File: config.mk
export PLATFORM = sky130hd
export DESIGN_NAME = wb_return_queue
export DESIGN_NICKNAME = d
export VERILOG_FILES = /design/src/rtl/wb_return_queue_pkg.sv /design/src/rtl/wb_return_queue_lane_extender.sv /design/src/rtl/wb_return_queue.sv
export SDC_FILE = /design/constraint.sdc
export NUM_CORES = 1
export LEC_CHECK = 0
export CORE_ASPECT_RATIO = 1.75
export CORE_MARGIN = 8
export CORE_UTILIZATION = 25
export DETAILED_ROUTE_END_ITERATION = 10
export GPL_TIMING_DRIVEN = 0
export PLACE_DENSITY = 0.54
export REMOVE_ABC_BUFFERS = 1
export SYNTH_ARGS = -nofsm -noshare
export SYNTH_HDL_FRONTEND = slang
export SYNTH_SLANG_ARGS = --single-unit
File: constraint.sdc
create_clock -name clk -period 6.65 [get_ports clk]
set_input_delay 1.995 -clock clk [delete_from_list [all_inputs] [get_ports clk]]
set_output_delay 1.995 -clock clk [all_outputs]
set_load 0.05 [all_outputs]
File: src/rtl/wb_return_queue_pkg.sv
// ============================================================================
// Module   : wb_return_queue_pkg
// Purpose  : Writeback control types (result source, truncation) and helpers.
// Revision : 1.0
// ============================================================================
`default_nettype none

package wb_return_queue_pkg;

  typedef enum logic [1:0] {
    RES_COMPUTE = 2'd0,
    RES_MEMORY  = 2'd1,
    RES_PCPLUS4 = 2'd2,
    RES_CSR     = 2'd3
  } result_src_e;

  typedef enum logic [2:0] {
    TR_FULL   = 3'd0,
    TR_BYTE_S = 3'd1,
    TR_BYTE_U = 3'd2,
    TR_HALF_S = 3'd3,
    TR_HALF_U = 3'd4,
    TR_WORD_S = 3'd5,
    TR_WORD_U = 3'd6
  } trunc_type_e;

  localparam int unsigned c_BYTE_BITS = 8;

  function automatic logic is_memory_src(input logic [1:0] src);
    return src == RES_MEMORY;
  endfunction

endpackage

`default_nettype wire

File: src/rtl/wb_return_queue_lane_extender.sv
// ============================================================================
// Module   : wb_return_queue_lane_extender
// Purpose  : Combinational byte-lane extraction with sign/zero extension.
// Revision : 1.0
// ============================================================================
`default_nettype none

module wb_return_queue_lane_extender
  import wb_return_queue_pkg::*;
#(
  parameter  int XLEN     = 64,
  localparam int OFF_BITS = $clog2(XLEN / 8)
) (
  input  logic [XLEN-1:0]     Data_i,
  input  logic [2:0]          TruncType_i,
  input  logic [OFF_BITS-1:0] TruncSrc_i,
  output logic [XLEN-1:0]     Result_o
);

  logic [31:0]     w_lane;
  logic [XLEN-1:0] w_word_s;
  logic [XLEN-1:0] w_word_u;

  assign w_lane = 32'(Data_i >> {TruncSrc_i, 3'b000});

  // On a 32-bit datapath a word already fills the register, so word types pass through.
  generate
    if (XLEN == 64) begin : g_word64
      assign w_word_s = {{32{w_lane[31]}}, w_lane};
      assign w_word_u = {32'b0, w_lane};
    end else begin : g_word32
      assign w_word_s = Data_i;
      assign w_word_u = Data_i;
    end
  endgenerate

  always_comb begin
    Result_o = Data_i;
    case (TruncType_i)
      TR_BYTE_S: Result_o = {{(XLEN-c_BYTE_BITS){w_lane[7]}}, w_lane[7:0]};
      TR_BYTE_U: Result_o = {{(XLEN-c_BYTE_BITS){1'b0}}, w_lane[7:0]};
      TR_HALF_S: Result_o = {{(XLEN-16){w_lane[15]}}, w_lane[15:0]};
      TR_HALF_U: Result_o = {{(XLEN-16){1'b0}}, w_lane[15:0]};
      TR_WORD_S: Result_o = w_word_s;
      TR_WORD_U: Result_o = w_word_u;
      default:   Result_o = Data_i;
    endcase
  end

endmodule

`default_nettype wire

File: src/rtl/wb_return_queue.sv
// ============================================================================
// Module   : wb_return_queue
// Purpose  : Writeback queue; waits for in-order load responses, retires in order.
// Revision : 1.0
// ============================================================================
`default_nettype none

module wb_return_queue
  import wb_return_queue_pkg::*;
#(
  parameter  int XLEN     = 64,
  parameter  int DEPTH    = 2,
  parameter  int RD_BITS  = 5,
  localparam int OFF_BITS = $clog2(XLEN / 8)
) (
  input  logic                clk,
  input  logic                reset,
  input  logic                InValid_W,
  output logic                InReady_W,
  input  logic [1:0]          ResultSrc_W,
  input  logic [2:0]          TruncType_W,
  input  logic [OFF_BITS-1:0] TruncSrc_W,
  input  logic [RD_BITS-1:0]  RdAddr_In,
  input  logic [XLEN-1:0]     ComputeResult_W,
  input  logic [XLEN-1:0]     PcPlus4_W,
  input  logic [XLEN-1:0]     CsrResult_W,
  input  logic                MemRespValid,
  input  logic [XLEN-1:0]     MemRespData,
  input  logic                MemRespErr,
  output logic                RegWrite_W,
  output logic [RD_BITS-1:0]  RdAddr_W,
  output logic [XLEN-1:0]     Rd1_W,
  output logic                LoadFault_W,
  output logic                SpuriousResp_W,
  output logic                Busy_W
);

  localparam int PW = $clog2(DEPTH);
  localparam int CW = PW + 1;

  logic [1:0]          src_q   [DEPTH];
  logic [2:0]          trunc_q [DEPTH];
  logic [OFF_BITS-1:0] off_q   [DEPTH];
  logic [RD_BITS-1:0]  rd_q    [DEPTH];
  logic [XLEN-1:0]     data_q  [DEPTH];
  logic [DEPTH-1:0]    done_q, err_q;

  logic [PW-1:0] head_q, head_d, tail_q, tail_d;
  logic [CW-1:0] count_q, count_d;

  logic                RegWrite_q, LoadFault_q, SpuriousResp_q;
  logic [RD_BITS-1:0]  RdAddr_q;
  logic [XLEN-1:0]     Rd1_q;

  logic                w_empty, w_acc, w_bypass, w_push;
  logic                w_pend_hit, w_resp_fire, w_spurious;
  logic [PW-1:0]       w_pend_idx, w_scan_idx;
  logic                w_head_resp, w_head_ready, w_retire;
  logic [XLEN-1:0]     w_in_data, w_ret_data, w_ext;
  logic [2:0]          w_ret_trunc;
  logic [OFF_BITS-1:0] w_ret_off;
  logic [RD_BITS-1:0]  w_ret_rd;
  logic                w_ret_err;

  assign InReady_W = (count_q != CW'(DEPTH));
  assign Busy_W    = (count_q != '0);
  assign w_empty   = (count_q == '0);
  assign w_acc     = InValid_W && InReady_W;
  // An already-complete result entering an empty queue retires straight away.
  assign w_bypass  = w_acc && w_empty && !is_memory_src(ResultSrc_W);
  assign w_push    = w_acc && !w_bypass;

  always_comb begin
    w_in_data = ComputeResult_W;
    case (ResultSrc_W)
      RES_PCPLUS4: w_in_data = PcPlus4_W;
      RES_CSR:     w_in_data = CsrResult_W;
      default:     w_in_data = ComputeResult_W;
    endcase
  end

  // Oldest outstanding load, searched from head in program order.
  always_comb begin
    w_pend_hit = 1'b0;
    w_pend_idx = head_q;
    w_scan_idx = head_q;
    for (int k = 0; k < DEPTH; k++) begin
      w_scan_idx = head_q + PW'(k);
      if (!w_pend_hit && (CW'(k) < count_q) && !done_q[w_scan_idx] &&
          is_memory_src(src_q[w_scan_idx])) begin
        w_pend_hit = 1'b1;
        w_pend_idx = w_scan_idx;
      end
    end
  end

  assign w_resp_fire  = MemRespValid && w_pend_hit;
  assign w_spurious   = MemRespValid && !w_pend_hit;
  assign w_head_resp  = w_resp_fire && (w_pend_idx == head_q);
  assign w_head_ready = !w_empty && (done_q[head_q] || w_head_resp);
  assign w_retire     = w_head_ready || w_bypass;

  always_comb begin
    w_ret_trunc = trunc_q[head_q];
    w_ret_off   = off_q[head_q];
    w_ret_rd    = rd_q[head_q];
    w_ret_data  = w_head_resp ? MemRespData : data_q[head_q];
    w_ret_err   = w_head_resp ? MemRespErr  : err_q[head_q];
    if (w_bypass) begin
      w_ret_trunc = TruncType_W;
      w_ret_off   = TruncSrc_W;
      w_ret_rd    = RdAddr_In;
      w_ret_data  = w_in_data;
      w_ret_err   = 1'b0;
    end
  end

  wb_return_queue_lane_extender #(.XLEN(XLEN)) u_lane_extender (
    .Data_i      (w_ret_data),
    .TruncType_i (w_ret_trunc),
    .TruncSrc_i  (w_ret_off),
    .Result_o    (w_ext)
  );

  always_comb begin
    head_d  = head_q + PW'(w_head_ready);
    tail_d  = tail_q + PW'(w_push);
    count_d = count_q + CW'(w_push) - CW'(w_head_ready);
  end

  always_ff @(posedge clk) begin
    if (w_push) begin
      src_q[tail_q]   <= ResultSrc_W;
      trunc_q[tail_q] <= TruncType_W;
      off_q[tail_q]   <= TruncSrc_W;
      rd_q[tail_q]    <= RdAddr_In;
      data_q[tail_q]  <= w_in_data;
    end
    if (w_resp_fire) begin
      data_q[w_pend_idx] <= MemRespData;
    end
  end

  always_ff @(posedge clk) begin
    if (reset) begin
      head_q         <= '0;
      tail_q         <= '0;
      count_q        <= '0;
      done_q         <= '0;
      err_q          <= '0;
      RegWrite_q     <= 1'b0;
      LoadFault_q    <= 1'b0;
      SpuriousResp_q <= 1'b0;
      RdAddr_q       <= '0;
      Rd1_q          <= '0;
    end else begin
      head_q  <= head_d;
      tail_q  <= tail_d;
      count_q <= count_d;
      if (w_push) begin
        done_q[tail_q] <= !is_memory_src(ResultSrc_W);
        err_q[tail_q]  <= 1'b0;
      end
      if (w_resp_fire) begin
        done_q[w_pend_idx] <= 1'b1;
        err_q[w_pend_idx]  <= MemRespErr;
      end
      RegWrite_q     <= w_retire && !w_ret_err && (w_ret_rd != '0);
      LoadFault_q    <= w_retire && w_ret_err;
      SpuriousResp_q <= w_spurious;
      RdAddr_q       <= w_retire ? w_ret_rd : '0;
      Rd1_q          <= w_retire ? w_ext : '0;
    end
  end

  assign RegWrite_W     = RegWrite_q;
  assign LoadFault_W    = LoadFault_q;
  assign SpuriousResp_W = SpuriousResp_q;
  assign RdAddr_W       = RdAddr_q;
  assign Rd1_W          = Rd1_q;

endmodule

`default_nettype wire
==> impl_metrics.env, run 1 <==
export IMPL_dieArea_mm2=0.0670
export IMPL_grt_pass1_vias=13400
export IMPL_power_total_uw=7590
export IMPL_synth_cell_types=84
export IMPL_synth_commonest_cells="nand2_1, nor2_1, edfxtp_1, mux2i_1, o21ai_0"
export IMPL_port_buffers=347
export IMPL_drtIter0Drc=848
export IMPL_synth_top_family_by_area="compound AO/OA/AOI/OAI gates"
export IMPL_cp_data_arrival_time_ns=6.91
export IMPL_crit_required_ns=7.00
export IMPL_clk_path_buf_depth=3
export IMPL_root_buffer="clkbuf_16"
export IMPL_placedCellCount=2602
export IMPL_grt_overflow=0
export IMPL_critPathKind="input port to register"
export IMPL_die_w_um=199
export IMPL_dp_slack_ns=-0.390
export IMPL_synth_seq_cells=234
export IMPL_multi_input_area_mm2=0.00780
export IMPL_vdd_drop_max_mv=0.211
export IMPL_postRouteAntennaNets=0
export IMPL_hold_path_class="register to register"
export IMPL_cts_sinks=234
export IMPL_clock_latency_ns=0.57
export IMPL_period_share=0.987
export IMPL_slew_violations=0
export IMPL_ctsResizeCount=0
export IMPL_synth_most_common_cell="nand2_1"
export IMPL_htree_levels=1
export IMPL_syn_cell_area_mm2=0.0147
export IMPL_dr_pass1_iters=5
export IMPL_p_leak_uw=0.00711
export IMPL_ctsHoldBuffers=0
export IMPL_stdcell_count=2660
export IMPL_tightest_slew_ns=1.35
export IMPL_dpl_cell_area_mm2=0.0190
export IMPL_design_core_area_mm2=0.0581
export IMPL_worst_path_buf_inv=2
export IMPL_start_util=0.252
export IMPL_ios=348
export IMPL_drc=0
export IMPL_status="finished clean"
export IMPL_syn_inst=1592
export IMPL_synthMuxAreaShare=0.150
export IMPL_final_hold_viol_count=0
export IMPL_synth_edff_count=154
export IMPL_setup_viol_count_final=0
export IMPL_seq_area_mm2=0.00623
export IMPL_cts_setup_buffers=0
export IMPL_endpoint_kind="register"
export IMPL_layout_drive_gt1_share=0.105
export IMPL_gr_usage_all_layers=0.176
export IMPL_viasPerCell=5.02
export IMPL_yosysWarningCount=0
export IMPL_nets=2136
export IMPL_synth_top_cell_area_share=0.315
export IMPL_yosysSeqAreaShare=0.424
export IMPL_rows=117
export IMPL_clkTransAtPathRegs_ns=0.07
export IMPL_finalWorstSetupSlack_ns=0.0835
export IMPL_n_fill_cell=5982
export IMPL_synth_top_cell_by_area="edfxtp_1"
export IMPL_gp_congestion=0.828
export IMPL_synth_fa_ha_area_frac=0.00341
export IMPL_p_per_area_mw_per_mm2=381
export IMPL_max_freq_mhz=152
export IMPL_fin_area_mm2=0.0199
export IMPL_numCtsBuffers=27
export IMPL_drt_total_wl_mm=61.5
export IMPL_grt_max_degree=72
export IMPL_synth_area_per_cell_um2=9.22
export IMPL_via_count=13400
export IMPL_areaGrowthSynthToFinish_pct=35.8
export IMPL_wl_per_cell_um=23.1
export IMPL_grt_pass1_wl_mm=88.3
export IMPL_synth_xor_xnor_area_share=0.00418
export IMPL_synth_async_sr_flop_share=0
export IMPL_rsz0062_at_grt="no"
export IMPL_synth_compound_area_frac=0.202
export IMPL_antenna_found_initial=9
export IMPL_die_h_um=336
export IMPL_slowest_stage="o221ai_4"
export IMPL_synthSimpleGateAreaFrac=0.167
export IMPL_fin_crit_ns=6.57
export IMPL_crit_family="compound AO/OA/AOI/OAI gates"
export IMPL_dpl_hpwl_mm=44.7
export IMPL_slew_limit_headroom=0.0956
export IMPL_critPathLaunchType="input port"
export IMPL_crit_fanout=35
export IMPL_cts_tree="built"
export IMPL_synth_area_leaders="edfxtp_1, dfxtp_1, mux2i_1"
export IMPL_crit_chain="clkdlybuf4s50_1, or3b_1, nor2_4, buf_12, o21a_2, nor2_1, a22oi_1, nand4_2, o221ai_4, a221oi_1"
export IMPL_synth_flop_cell="edfxtp_1"
export IMPL_fin_skew_ns=0.0299
export IMPL_max_stage_delay_ns=0.77
export IMPL_drv_cap=0
## cell families (layout without fill, tap and decap cells)
logic type / count (synthesis) / after routing
buffers and inverters: 140 / 427
and+or+nand+nor: 569 / 569
xor gates and xnor gates: 7 / 7
DFF: 234 / 234
muxes: 211 / 211
other: 0 / 8
adders and majority gates: 4 / 4
AOI/OAI and AO/OA: 427 / 427
## per-stage QoR
step,hold WS (ns),setup TNS (ns),util
final,0.496,0,0.343
after global routing,0.509,0,0.343
after CTS,0.499,0,0.343
after detailed placement,0.490,-8.98,0.327
after global placement,0.470,-1962.21,0.317
after floorplan,0.453,-29.10,-
## report_power, final
part	internal, uW	total (uW)	switching, uW
clock network	857	1530	670
logic	1400	3930	2530
registers	1980	2130	152
## final cells by class
class                           count  share of cell area
Tap cell                          773              0.0485
Clock buffer                       33              0.0382
Antenna cell                        8             0.00100
Clock inverter                     17             0.00659
Timing Repair Buffer              368               0.200
Inverter                            9             0.00169
Multi-Input combinational cell   1218               0.391
Sequential cell                   234               0.313
## layer usage
metal | vias to the layer above | wire length (um) | GRT usage
met5 | - | 23 | 0
met4 | 4 | 2050 | 0.0729
met3 | 89 | 4270 | 0.0358
met2 | 535 | 32400 | 0.322
met1 | 6336 | 22800 | 0.196
li1 | 6393 | - | -
## path summary, 6_finish.rpt
path | startpoint | slack (ns) | to | cells past startpoint
hold / removal | err_q[0] | 0.50 | err_q[0] | 2
hold reg to reg | err_q[0] | 0.50 | err_q[0] | 2
setup / recovery | InValid_W | 0.08 | Rd1_W[20] | 10
setup reg to reg | head_q | 0.99 | Rd1_W[20] | 10
## sequential cells by signal (all words and copies together), names as in the netlist
signal and count:
data_q 128, Rd1_W 64, rd_q 10, off_q 6
trunc_q 6, RdAddr_W 5, src_q 4, count_q 2
done_q 2, err_q 2, LoadFault_W 1, RegWrite_W 1
SpuriousResp_W 1, head_q 1, tail_q 1
## placed cells by master, fill, tap and decap left out, drive strengths merged, types with 8 or more instances in the layout
| master | count |
|---|---|
| nor2b | 28 |
| edfxtp | 154 |
| buf | 23 |
| nor2 | 158 |
| nand2b | 9 |
| or2 | 22 |
| a31oi | 49 |
| a221oi | 24 |
| nor3 | 10 |
| mux2i | 145 |
| o211ai | 9 |
| inv | 11 |
| clkdlybuf4s50 | 345 |
| dfxtp | 80 |
| nand2 | 289 |
| a22oi | 8 |
| and2 | 9 |
| o21ai | 126 |
| diode | 8 |
| mux2 | 66 |
| clkbuf | 33 |
| nand3 | 21 |
| a221o | 13 |
| a21oi | 69 |
| clkinv | 12 |
| o31a | 25 |
| o22a | 8 |
| a211oi | 49 |
## tightest hold or removal path: cells and delay by family, from the launching register on
family          cells  cell delay, ns
compound gates      1            0.06
flops               1            0.31
simple gates        1            0.08
Note: power is estimated with default switching activity, not from simulation.
==> run 2: changes to the inputs <==
--- a/config.mk
+++ b/config.mk
@@ -9,8 +9,9 @@
 export CORE_MARGIN = 8
 export CORE_UTILIZATION = 25
 export DETAILED_ROUTE_END_ITERATION = 10
+export DONT_BUFFER_PORTS = 1
 export GPL_TIMING_DRIVEN = 0
-export PLACE_DENSITY = 0.54
+export PLACE_DENSITY = 0.46
 export REMOVE_ABC_BUFFERS = 1
 export SYNTH_ARGS = -nofsm -noshare
 export SYNTH_HDL_FRONTEND = slang
==> impl_metrics.env, run 2 (same netlist as run 1, synthesis figures left out) <==
export IMPL_grt_max_degree=138
export IMPL_cts_tree="built"
export IMPL_critPathLaunchType="input port"
export IMPL_crit_required_ns=7.13
export IMPL_slew_violations=0
export IMPL_hold_depth=2
export IMPL_cts_sinks=234
export IMPL_drt_total_wl_mm=60.5
export IMPL_critPathLaunch="InValid_W"
export IMPL_ios=348
export IMPL_cts_setup_buffers=0
export IMPL_grt_pass1_vias=12100
export IMPL_period_share=0.883
export IMPL_crit_family="compound AO/OA/AOI/OAI gates"
export IMPL_areaGrowthSynthToFinish_pct=12.4
export IMPL_antenna_cells=0
export IMPL_wl_per_cell_um=26.2
export IMPL_clock_latency_ns=0.59
export IMPL_hold_path_class="register to register"
export IMPL_p_leak_uw=0.00582
export IMPL_max_freq_mhz=170
export IMPL_die_h_um=336
export IMPL_max_stage_delay_ns=0.82
export IMPL_nets=1790
export IMPL_antenna_found_initial=1
export IMPL_hp_start="err_q[0]"
export IMPL_grt_pass1_wl_mm=85.1
export IMPL_final_common_cell="nand2_1"
export IMPL_dieArea_mm2=0.0670
export IMPL_htree_levels=1
export IMPL_dr_pass1_iters=5
export IMPL_die_w_um=199
export IMPL_rows=117
export IMPL_design_core_area_mm2=0.0581
export IMPL_dpl_hpwl_mm=42.8
export IMPL_clk_path_buf_depth=3
export IMPL_grt_overflow=0
export IMPL_fin_skew_ns=0.0217
export IMPL_slew_limit_headroom=0.0635
export IMPL_fin_crit_ns=5.87
export IMPL_reg2reg_depth=11
export IMPL_layout_common_cells="nand2_1, nor2_1, edfxtp_1, mux2i_1, o21ai_0"
export IMPL_rsz0062_at_grt="no"
export IMPL_critPathKind="input port to register"
export IMPL_worst_path_buf_inv=1
export IMPL_n_fill_cell=6175
export IMPL_ctsResizeCount=0
export IMPL_postRouteAntennaNets=0
export IMPL_hold_path_end="err_q[0]"
export IMPL_largest_reg_flops=128
export IMPL_gp_congestion=0.812
export IMPL_start_util=0.252
export IMPL_slowest_stage="a21o_1"
export IMPL_finalWorstSetupSlack_ns=0.780
export IMPL_root_buffer="clkbuf_16"
export IMPL_status="finished clean"
export IMPL_drv_cap=0
export IMPL_gr_usage_all_layers=0.173
export IMPL_layout_drive_gt1_share=0.129
export IMPL_endpoint_kind="register"
export IMPL_drtIter0Drc=665
export IMPL_tns_ns=0
export IMPL_port_buffers=0
export IMPL_p_per_area_mw_per_mm2=443
export IMPL_vdd_drop_max_mv=0.266
export IMPL_r2r_end="Rd1_W[43]"
export IMPL_regMostFlops="data_q"
export IMPL_clkTransAtPathRegs_ns=0.06
export IMPL_r2r_start="head_q"
export IMPL_ctsHoldBuffers=0
export IMPL_crit_fanout=31
export IMPL_tightest_slew_ns=1.40
export IMPL_numCtsBuffers=29
export IMPL_crit_chain="or3b_1, nor2_4, a21o_1, nand2_1, o311ai_1, a32oi_4, buf_16, a31oi_1"
export IMPL_cp_data_arrival_time_ns=6.35
export IMPL_final_hold_viol_count=0
export IMPL_finalCoreUtilization=0.284
export IMPL_drc=0
export IMPL_setup_viol_count_final=0
export IMPL_via_count=12100
export IMPL_viasPerCell=5.24
export IMPL_reg2reg_slack_ns=1.47
export IMPL_whs_ns=0.485
export IMPL_dp_slack_ns=0.203
==> run 2: per-layer routing <==
layer | GRT usage | vias to the layer above | wire length [um]
met5 | 0 | - | 13
met4 | 0.0729 | 2 | 2460
met3 | 0.0386 | 93 | 4270
met2 | 0.317 | 464 | 31600
met1 | 0.189 | 5849 | 22200
li1 | - | 5681 | -
==> run 2: worst max-delay path by stage <==
| stage | cells after the start | slack, ns | to |
|---|---|---|---|
| finish | 8 | 0.78 | Rd1_W[44] |
| global placement | 7 | -6.57 | Rd1_W[35] |
| CTS | 8 | 0.85 | Rd1_W[23] |
| global route | 8 | 0.68 | Rd1_W[44] |
| detailed placement | 8 | 0.20 | Rd1_W[23] |
| floorplan | 8 | -0.51 | Rd1_W[8] |
==> run 2: area by class of cell <==
class / count / area [um^2] / share of cell area
inverter: 9 / 33.8 / 0.00205
multi-input combinational: 1218 / 7800 / 0.473
timing repair buffer: 20 / 470 / 0.0285
clock buffer: 41 / 836 / 0.0507
tap: 773 / 967 / 0.0586
clock inverter: 13 / 151 / 0.00918
sequential: 234 / 6230 / 0.378
==> run 2: tightest hold or removal path, delay by kind of cell (launching register included) <==
kind | cells | cell delay [ns]
AND/OR/NAND/NOR | 1 | 0.08
AO/OA/AOI/OAI | 1 | 0.06
flip-flops | 1 | 0.31
==> run 2: stage by stage <==
stage	cell area (um^2)	cells	power (uW)
final	16500	2308	7310
after global placement	14900	2234	5610
after detailed placement	15500	2254	5700
after floorplan	14000	1461	4490
after CTS	16500	2308	7410
after global routing	16500	2308	7680
==> run 2: where the power goes <==
| part | switching, uW | internal (uW) |
|---|---|---|
| sequential | 652 | 1980 |
| clock | 686 | 992 |
| combinational | 1960 | 1040 |
| total | 3300 | 4010 |
